**config.mk**
```make
export PLATFORM = sky130hd
export DESIGN_NAME = led_fader
export DESIGN_NICKNAME = d
export VERILOG_FILES = /design/src/rtl/led_fader.sv
export SDC_FILE = /design/constraint.sdc
export NUM_CORES = 1
export LEC_CHECK = 0
export ABC_AREA = 1
export BUFFER_PORTS_ARGS = -buffer_cell sky130_fd_sc_hd__buf_2
export CAP_MARGIN = 30
export CORE_UTILIZATION = 30
export DETAILED_ROUTE_END_ITERATION = 6
export SLEW_MARGIN = 20
export SYNTH_ARGS = -nofsm -noshare
export SYNTH_HDL_FRONTEND = slang
export SYNTH_SLANG_ARGS = --single-unit
```
**constraint.sdc**
```tcl
create_clock -name clk -period 5.3 [get_ports clk]
set_clock_uncertainty 0.2 [all_clocks]
set_input_delay 0.795 -clock clk [delete_from_list [all_inputs] [get_ports clk]]
set_output_delay 0.795 -clock clk [all_outputs]
set_load 0.005 [all_outputs]
```
**src/rtl/led_fader.sv**
```systemverilog
// Per-channel LED fader: 8-bit pattern -> 4-bit brightness levels -> 15-step PWM drive.
// Lit pattern bits ramp up, cleared bits decay, leaving a fading trail behind a moving pattern.
module led_fader #(
  parameter int CLK_FREQ  = 25_000_000,
  parameter int FADE_HZ   = 64,
  parameter int RISE_STEP = 15,
  parameter int FALL_STEP = 1
) (
  input  logic       clk,
  input  logic       rst,
  input  logic [7:0] pattern_in,
  input  logic       fade_en,
  output logic [7:0] leds,
  output logic       fade_tick
);

  localparam int FADE_DIV = CLK_FREQ / FADE_HZ;
  localparam int CW       = $clog2(FADE_DIV);
  localparam logic [CW-1:0] FADE_LAST = CW'(FADE_DIV - 1);
  localparam logic [3:0]    PWM_LAST  = 4'd14;

  logic [CW-1:0] fade_cnt;
  logic [3:0]    pwm_cnt;
  logic [3:0]    level     [8];
  logic [3:0]    level_nxt [8];
  logic          tick_edge;

  // Saturating step: widened to 5 bits so neither direction can wrap.
  function automatic logic [3:0] faded(input logic [3:0] lvl, input logic lit);
    logic [4:0]        up;
    logic signed [4:0] down;
    up   = {1'b0, lvl} + 5'(RISE_STEP);
    down = $signed({1'b0, lvl}) - $signed(5'(FALL_STEP));
    if (lit) faded = (up > 5'd15) ? 4'd15 : up[3:0];
    else     faded = (down < 0) ? 4'd0 : down[3:0];
  endfunction

  assign tick_edge = (fade_cnt == FADE_LAST);

  // NOTE: every output of a combinational block gets a default first so no latch is inferred.
  always_comb begin
    for (int i = 0; i < 8; i++) begin
      level_nxt[i] = level[i];
      if (!fade_en)       level_nxt[i] = {4{pattern_in[i]}};
      else if (tick_edge) level_nxt[i] = faded(level[i], pattern_in[i]);
    end
  end

  // NOTE: sequential state uses non-blocking assignments so every flop samples pre-edge values.
  always_ff @(posedge clk or posedge rst) begin
    if (rst) begin
      fade_cnt  <= '0;
      pwm_cnt   <= '0;
      leds      <= '0;
      fade_tick <= 1'b0;
      // NOTE: the level array is eight small flops, not a RAM, so it is cleared by reset like any register.
      for (int i = 0; i < 8; i++) level[i] <= '0;
    end else begin
      fade_cnt  <= tick_edge ? '0 : fade_cnt + 1'b1;
      fade_tick <= tick_edge;
      pwm_cnt   <= (pwm_cnt == PWM_LAST) ? 4'd0 : pwm_cnt + 4'd1;
      for (int i = 0; i < 8; i++) begin
        leds[i]  <= (level[i] > pwm_cnt);
        level[i] <= level_nxt[i];
      end
    end
  end

endmodule
```
==> results.sh, run 1 <==
export IMPL_setup_viol=0
export IMPL_synth_xor_xnor_area_share_pct=3.06
export IMPL_clock_tree_htree_level_count=3
export IMPL_synth_edff_count=0
export IMPL_clockRootBuffer="sky130_fd_sc_hd__clkbuf_16"
export IMPL_top_level_ports=20
export IMPL_grt_setup_unrepaired="no"
export IMPL_globalRoute_totalOverflow=0
export IMPL_layout_worst_path_cycle_share_pct=41.1
export IMPL_worstPathRequired_ns=5.30
export IMPL_dieArea_sq_um=15800
export IMPL_post_synth_fa_ha_maj_area_fraction_pct=12.6
export IMPL_synth_cell_type_count=31
export IMPL_fin_setup_tns_ns=0
export IMPL_yosys_area_share_simple_pct=29.9
export IMPL_average_cell_area_after_synthesis_sq_um=7.11
export IMPL_final_nets=724
export IMPL_ir_worst_vdd_v=0.000157
export IMPL_detail_route_wl_per_cell_um=11.3
export IMPL_async_flop_share_pct=100
export IMPL_ys_seq_area_share_pct=35.0
export IMPL_p_leak_nw=2.72
export IMPL_cts_sinks=64
export IMPL_layout_commonest_cell="sky130_fd_sc_hd__nand2_1"
export IMPL_worst_slew_pin_transition_ns=0.826
export IMPL_fp_row_count=44
export IMPL_grt_antenna_before_repair=1
export IMPL_layoutNonFillerInstCount=855
export IMPL_synthCells=644
export IMPL_syn2layout_area_growth_pct=12.2
export IMPL_timing_final_crit_period_ns=2.18
export IMPL_post_route_cell_area_sq_um=5140
export IMPL_detailroute_via_count=3955
export IMPL_maxCapViolCount=0
export IMPL_cts_hold_fix_buffers=0
export IMPL_die_height_um=126
export IMPL_run_status="finished, final reports clean"
export IMPL_data_arrival_critical_path_ns=2.18
export IMPL_via_per_inst=4.63
export IMPL_cp_top_family="simple AND/OR/NAND/NOR gates"
export IMPL_critPathMostFrequentCell="sky130_fd_sc_hd__nand2_1"
export IMPL_power_per_cell_area_nw_per_um2=277
export IMPL_worst_setup_path_type="register to register"
export IMPL_synth_main_ff_cell="sky130_fd_sc_hd__dfrtp_1"
export IMPL_worst_setup_path_end_kind="register"
export IMPL_routed_wirelength_um=9700
export IMPL_gp_congestion=0.810
export IMPL_total_routing_usage_reported_by_global_routing_pct=13.3
export IMPL_cp_cell_sequence="inv_1 > ha_1 > nand2_1 > inv_1 > nand2_1 > nor2_2 > nand3_4 > nand2_4 > inv_4 > nand2_1 > nand3_1"
export IMPL_critical_path_max_fanout=33
export IMPL_timing_critical_path_from_type="register"
export IMPL_detailed_place_hpwl_um=6880
export IMPL_yosys_register_bits=64
export IMPL_cts_buffers_inserted=9
export IMPL_drive_above_1_share_pct=6.86
export IMPL_fill_cells=1548
export IMPL_fp_coreArea_sq_um=14700
export IMPL_first_global_vias=3693
export IMPL_post_layout_total_power_mw=1.43
export IMPL_syn_area_sq_um=4580
export IMPL_buffer_ports_inserted=19
export IMPL_crit_slowest_cell="sky130_fd_sc_hd__dfrtp_1"
export IMPL_pre_cts_ws_ns=2.85
export IMPL_grt_max_degree=65
export IMPL_synth_mux_area_fraction_pct=0
export IMPL_cts_tree="done"
export IMPL_layout_common_cells="177 x sky130_fd_sc_hd__nand2_1, 109 x sky130_fd_sc_hd__inv_1, 64 x sky130_fd_sc_hd__dfrtp_1, 63 x sky130_fd_sc_hd__nand3_1, 59 x sky130_fd_sc_hd__nor2_1"
export IMPL_critPathMaxStageDelay_ns=0.45
export IMPL_relSlewSlack_pct=44.9
export IMPL_grt_pass1_wl_um=16900
export IMPL_synth_compound_area_share_pct=8.63
export IMPL_post_route_drc_count=0
export IMPL_post_cts_resized_instances=0
export IMPL_fmax_mhz=459
export IMPL_number_of_antenna_diodes=0
export IMPL_clk_insertion_delay_late_ns=0.33
export IMPL_main_combinational_cell_family_by_area_after_synthesis="simple AND/OR/NAND/NOR gates"
export IMPL_final_hold_violation_count=0
export IMPL_setup_slack_after_layout_ns=3.12
export IMPL_synth_warning_count=0
export IMPL_cts_repair_timing_setup_buffer_count=0
export IMPL_ctsLongestPathBuffers=2
export IMPL_initialDrtViolationCount=227
export IMPL_placed_area_sq_um=4850
export IMPL_bufs_and_invs_on_worst_path=3
export IMPL_clkTransAtPathRegs_ns=0.05
export IMPL_floorplan_initialDensity_pct=31.2
export IMPL_postRouteAntennaNets=0
export IMPL_mappedNetlistNets=701
export IMPL_numPlacedInstances=840
export IMPL_hold_path_class="register to register"
export IMPL_detailed_routing_iteration_count_for_the_pre_antenna_repair_pass=5
export IMPL_report_final_slew_viol_count=0
export IMPL_chipWidth_um=126
per-stage QoR:
| stage | hold slack, ns | utilization [%] |
|---|---|---|
| after global placement | 0.276 | 33.0 |
| after detailed placement | 0.291 | 33.0 |
| after CTS | 0.307 | 35.0 |
| final | 0.299 | 35.0 |
| after global routing | 0.335 | 35.0 |
| after floorplan | 0.259 | - |
Yosys cell counts (3+ instances only):
master / number / share of area (%)
sky130_fd_sc_hd__o21ai_1: 14 / 1.5
sky130_fd_sc_hd__ha_1: 46 / 13
sky130_fd_sc_hd__buf_6: 3 / 0.74
sky130_fd_sc_hd__a21oi_1: 15 / 1.6
sky130_fd_sc_hd__inv_1: 110 / 9.0
sky130_fd_sc_hd__o21ai_0: 27 / 2.9
sky130_fd_sc_hd__a32oi_1: 7 / 1.3
sky130_fd_sc_hd__xor2_1: 11 / 2.1
sky130_fd_sc_hd__inv_2: 4 / 0.33
sky130_fd_sc_hd__nor2_1: 59 / 4.8
sky130_fd_sc_hd__nand2_1: 177 / 15
sky130_fd_sc_hd__xnor2_1: 5 / 0.96
sky130_fd_sc_hd__nand4_1: 8 / 1.1
sky130_fd_sc_hd__nand3_1: 63 / 6.9
sky130_fd_sc_hd__dfrtp_1: 64 / 35
sky130_fd_sc_hd__nor3_1: 8 / 0.87
sky130_fd_sc_hd__a31oi_1: 5 / 0.68
layer usage:
layer	up-vias	GRT usage (%)	part of all wire (%)
met5	-	0	0.12
met4	2	4.52	0.94
met3	10	3.51	3.2
met2	55	21.6	45
met1	1781	17.1	51
li1	2107	-	-
state kept, by name, summed over array words and instances (netlist names):
| signal | cells |
|---|---|
| fade_cnt | 19 |
| fade_tick | 1 |
| leds | 8 |
| level | 32 |
| pwm_cnt | 4 |
worst reg2reg max path, delay by kind of cell (launching register included):
family | cells | cell delay (ns)
simple gates | 7 | 0.88
buf+inv | 3 | 0.36
flops | 1 | 0.45
fa+ha+maj | 1 | 0.17
path summary, 6_finish.rpt:
kind	startpoint	to	slack, ns	cells past startpoint
min in group asynchronous	rst	fade_tick	0.52	3
setup / recovery	fade_cnt[0]	level[15]	3.12	11
max in group asynchronous	rst	level[30]	3.86	3
hold reg to reg	level[0]	level[0]	0.30	2
setup reg to reg	fade_cnt[0]	level[15]	3.12	11
hold / removal	level[0]	level[0]	0.30	2
area by class of cell:
cell class	count	area, sq um	area share [%]
Clock buffer	11	243	4.72
Tap cell	184	230	4.48
Sequential cell	64	1600	31.2
Timing Repair Buffer	20	103	2.00
Inverter	116	438	8.52
Clock inverter	4	45.0	0.876
Multi-Input combinational cell	456	2480	48.2
cell families (layout without fill, tap and decap cells):
family          Yosys count  count (layout)
simple gates            323             323
flops                    64              64
fa+ha+maj                46              46
compound gates           71              71
xor+xnor                 16              16
buf+inv                 124             151
where the power goes:
group	total (mW)	leakage [nW]	switching, mW	internal [mW]
Sequential	0.570	0.781	0.0374	0.533
Clock	0.576	0.145	0.205	0.371
Combinational	0.279	1.80	0.172	0.107
Total	1.43	2.72	0.414	1.01
Power figures use the tool's default switching activity.
==> run 2: changes to the inputs <==
==> constraint.sdc (replaced) <==
create_clock -name clk -period 2.2 [get_ports clk]
set_clock_uncertainty 0.2 [all_clocks]
set_input_delay 0.33 -clock clk [delete_from_list [all_inputs] [get_ports clk]]
set_output_delay 0.33 -clock clk [all_outputs]
set_load 0.005 [all_outputs]
==> run 2 against run 1 <==
  * Hold slack got worse by 0.22 ns
  * Clock power grew 140%
  * Non-clock buffer count up 12
  * Cell count up 1.5%
  * Worst setup slack got worse by 2.9 ns
  * Maximum frequency increased by 10%
  * Die area stayed put
==> results.sh, run 2 (synthesized netlist as in run 1, its figures left out) <==
export IMPL_run_status="finished, final reports clean"
export IMPL_layout_top_registers="level: 32 flops, fade_cnt: 19 flops, leds: 8 flops"
export IMPL_routed_wirelength_um=10200
export IMPL_ir_worst_vdd_v=0.000414
export IMPL_final_hold_violation_count=0
export IMPL_layout_common_cells="177 x sky130_fd_sc_hd__nand2_1, 109 x sky130_fd_sc_hd__inv_1, 64 x sky130_fd_sc_hd__dfrtp_1, 63 x sky130_fd_sc_hd__nand3_1, 59 x sky130_fd_sc_hd__nor2_1"
export IMPL_maxCapViolCount=0
export IMPL_post_layout_total_power_mw=3.43
export IMPL_postRouteAntennaNets=0
export IMPL_fill_cells=1555
export IMPL_number_of_antenna_diodes=0
export IMPL_total_routing_usage_reported_by_global_routing_pct=14.3
export IMPL_worstPathRequired_ns=2.21
export IMPL_cts_hold_fix_buffers=1
export IMPL_worst_setup_path_type="register to register"
export IMPL_detailed_place_hpwl_um=7400
export IMPL_grt_pass1_wl_um=18300
export IMPL_floorplan_initialDensity_pct=31.2
export IMPL_critical_path_max_fanout=33
export IMPL_gp_congestion=0.823
export IMPL_via_per_inst=4.62
export IMPL_layout_core_utilization_pct=35.7
export IMPL_top_level_ports=20
export IMPL_report_final_slew_viol_count=0
export IMPL_timing_critical_path_from="fade_cnt[1]"
export IMPL_first_global_vias=3892
export IMPL_placed_area_sq_um=4950
export IMPL_detailroute_via_count=4014
export IMPL_ctsLongestPathBuffers=2
export IMPL_top_register="level"
export IMPL_timing_critical_path_from_type="register"
export IMPL_pre_cts_ws_ns=0.205
export IMPL_dieArea_sq_um=15800
export IMPL_power_per_cell_area_nw_per_um2=654
export IMPL_drive_above_1_share_pct=8.48
export IMPL_fp_row_count=44
export IMPL_grt_max_degree=65
export IMPL_layoutNonFillerInstCount=868
export IMPL_clock_tree_htree_level_count=3
export IMPL_clkTransAtPathRegs_ns=0.06
export IMPL_worstReg2RegStart="fade_cnt[1]"
export IMPL_globalRoute_totalOverflow=0
export IMPL_cts_tree="done"
export IMPL_detailed_routing_iteration_count_for_the_pre_antenna_repair_pass=4
export IMPL_holdWs_ns=0.0844
export IMPL_cts_buffers_inserted=9
export IMPL_cts_repair_timing_setup_buffer_count=0
export IMPL_setup_slack_after_layout_ns=0.227
export IMPL_post_route_drc_count=0
export IMPL_worst_slew_pin_transition_ns=0.578
export IMPL_final_nets=736
export IMPL_chipWidth_um=126
export IMPL_post_cts_resized_instances=0
export IMPL_die_height_um=126
export IMPL_grt_antenna_before_repair=1
export IMPL_detail_route_wl_per_cell_um=11.8
export IMPL_data_arrival_critical_path_ns=1.99
export IMPL_clk_insertion_delay_late_ns=0.33
export IMPL_relSlewSlack_pct=61.4
export IMPL_syn2layout_area_growth_pct=14.4
export IMPL_grt_setup_unrepaired="no"
export IMPL_post_route_cell_area_sq_um=5240
export IMPL_timing_final_crit_period_ns=1.97
export IMPL_hold_path_class="input port to register"
export IMPL_layout_commonest_cell="sky130_fd_sc_hd__nand2_1"
export IMPL_initialDrtViolationCount=278
export IMPL_p_leak_nw=2.78
export IMPL_setup_viol=0
export IMPL_layout_worst_path_cycle_share_pct=89.7
export IMPL_clockRootBuffer="sky130_fd_sc_hd__clkbuf_16"
export IMPL_cts_sinks=64
export IMPL_numPlacedInstances=851
export IMPL_fin_setup_tns_ns=0
export IMPL_worstHoldStart="pattern_in[1]"
export IMPL_fp_coreArea_sq_um=14700
export IMPL_fmax_mhz=507
export IMPL_largest_register_ffs=32
export IMPL_buffer_ports_inserted=19
export IMPL_worst_setup_path_end_kind="register"
## run 2: path summary, 6_finish.rpt
check | end | slack, ns | depth (start not counted)
worst max-delay path | level[15] | 0.23 | 11
worst min-delay path | level[26] | 0.08 | 3
worst max register to register | level[15] | 0.23 | 11
worst min register to register | level[0] | 0.29 | 2
max in group asynchronous | leds[0] | 1.08 | 4
min in group asynchronous | fade_tick | 0.41 | 4
## run 2: power breakdown
group	internal (mW)	total [mW]	switching (mW)
logic	0.277	0.697	0.420
clock network	0.849	1.36	0.508
registers	1.28	1.37	0.0907
total	2.41	3.43	1.02
## run 2: critical path, stage by stage (launching register included)
cell	delay, ns
sky130_fd_sc_hd__dfrtp_1	0.39
sky130_fd_sc_hd__inv_1	0.08
sky130_fd_sc_hd__ha_1	0.16
sky130_fd_sc_hd__nand2_1	0.05
sky130_fd_sc_hd__inv_1	0.06
sky130_fd_sc_hd__nand2_1	0.06
sky130_fd_sc_hd__nor2_2	0.17
sky130_fd_sc_hd__nand3_4	0.11
sky130_fd_sc_hd__nand2_4	0.20
sky130_fd_sc_hd__inv_4	0.18
sky130_fd_sc_hd__nand2_1	0.10
sky130_fd_sc_hd__nand3_1	0.08
## run 2: per-layer routing
metal	wire length, um	part of all wire [%]	global-route usage (%)	up-vias
met2	4720	46	23.5	51
met5	10	0.098	0	-
li1	-	-	-	2134
met3	340	3.3	3.59	10
met1	5090	50	18.8	1817
met4	74	0.72	3.52	2
## run 2: final cells by class
cell class	instances	area, sq um	share of cell area (%)
inverters	116	438	8.35
well taps	184	230	4.39
multi-input cells	456	2480	47.3
flip-flops and latches	64	1600	30.5
clock buffers	13	270	5.16
clock inverters	3	15.0	0.286
repair buffers	32	208	3.96
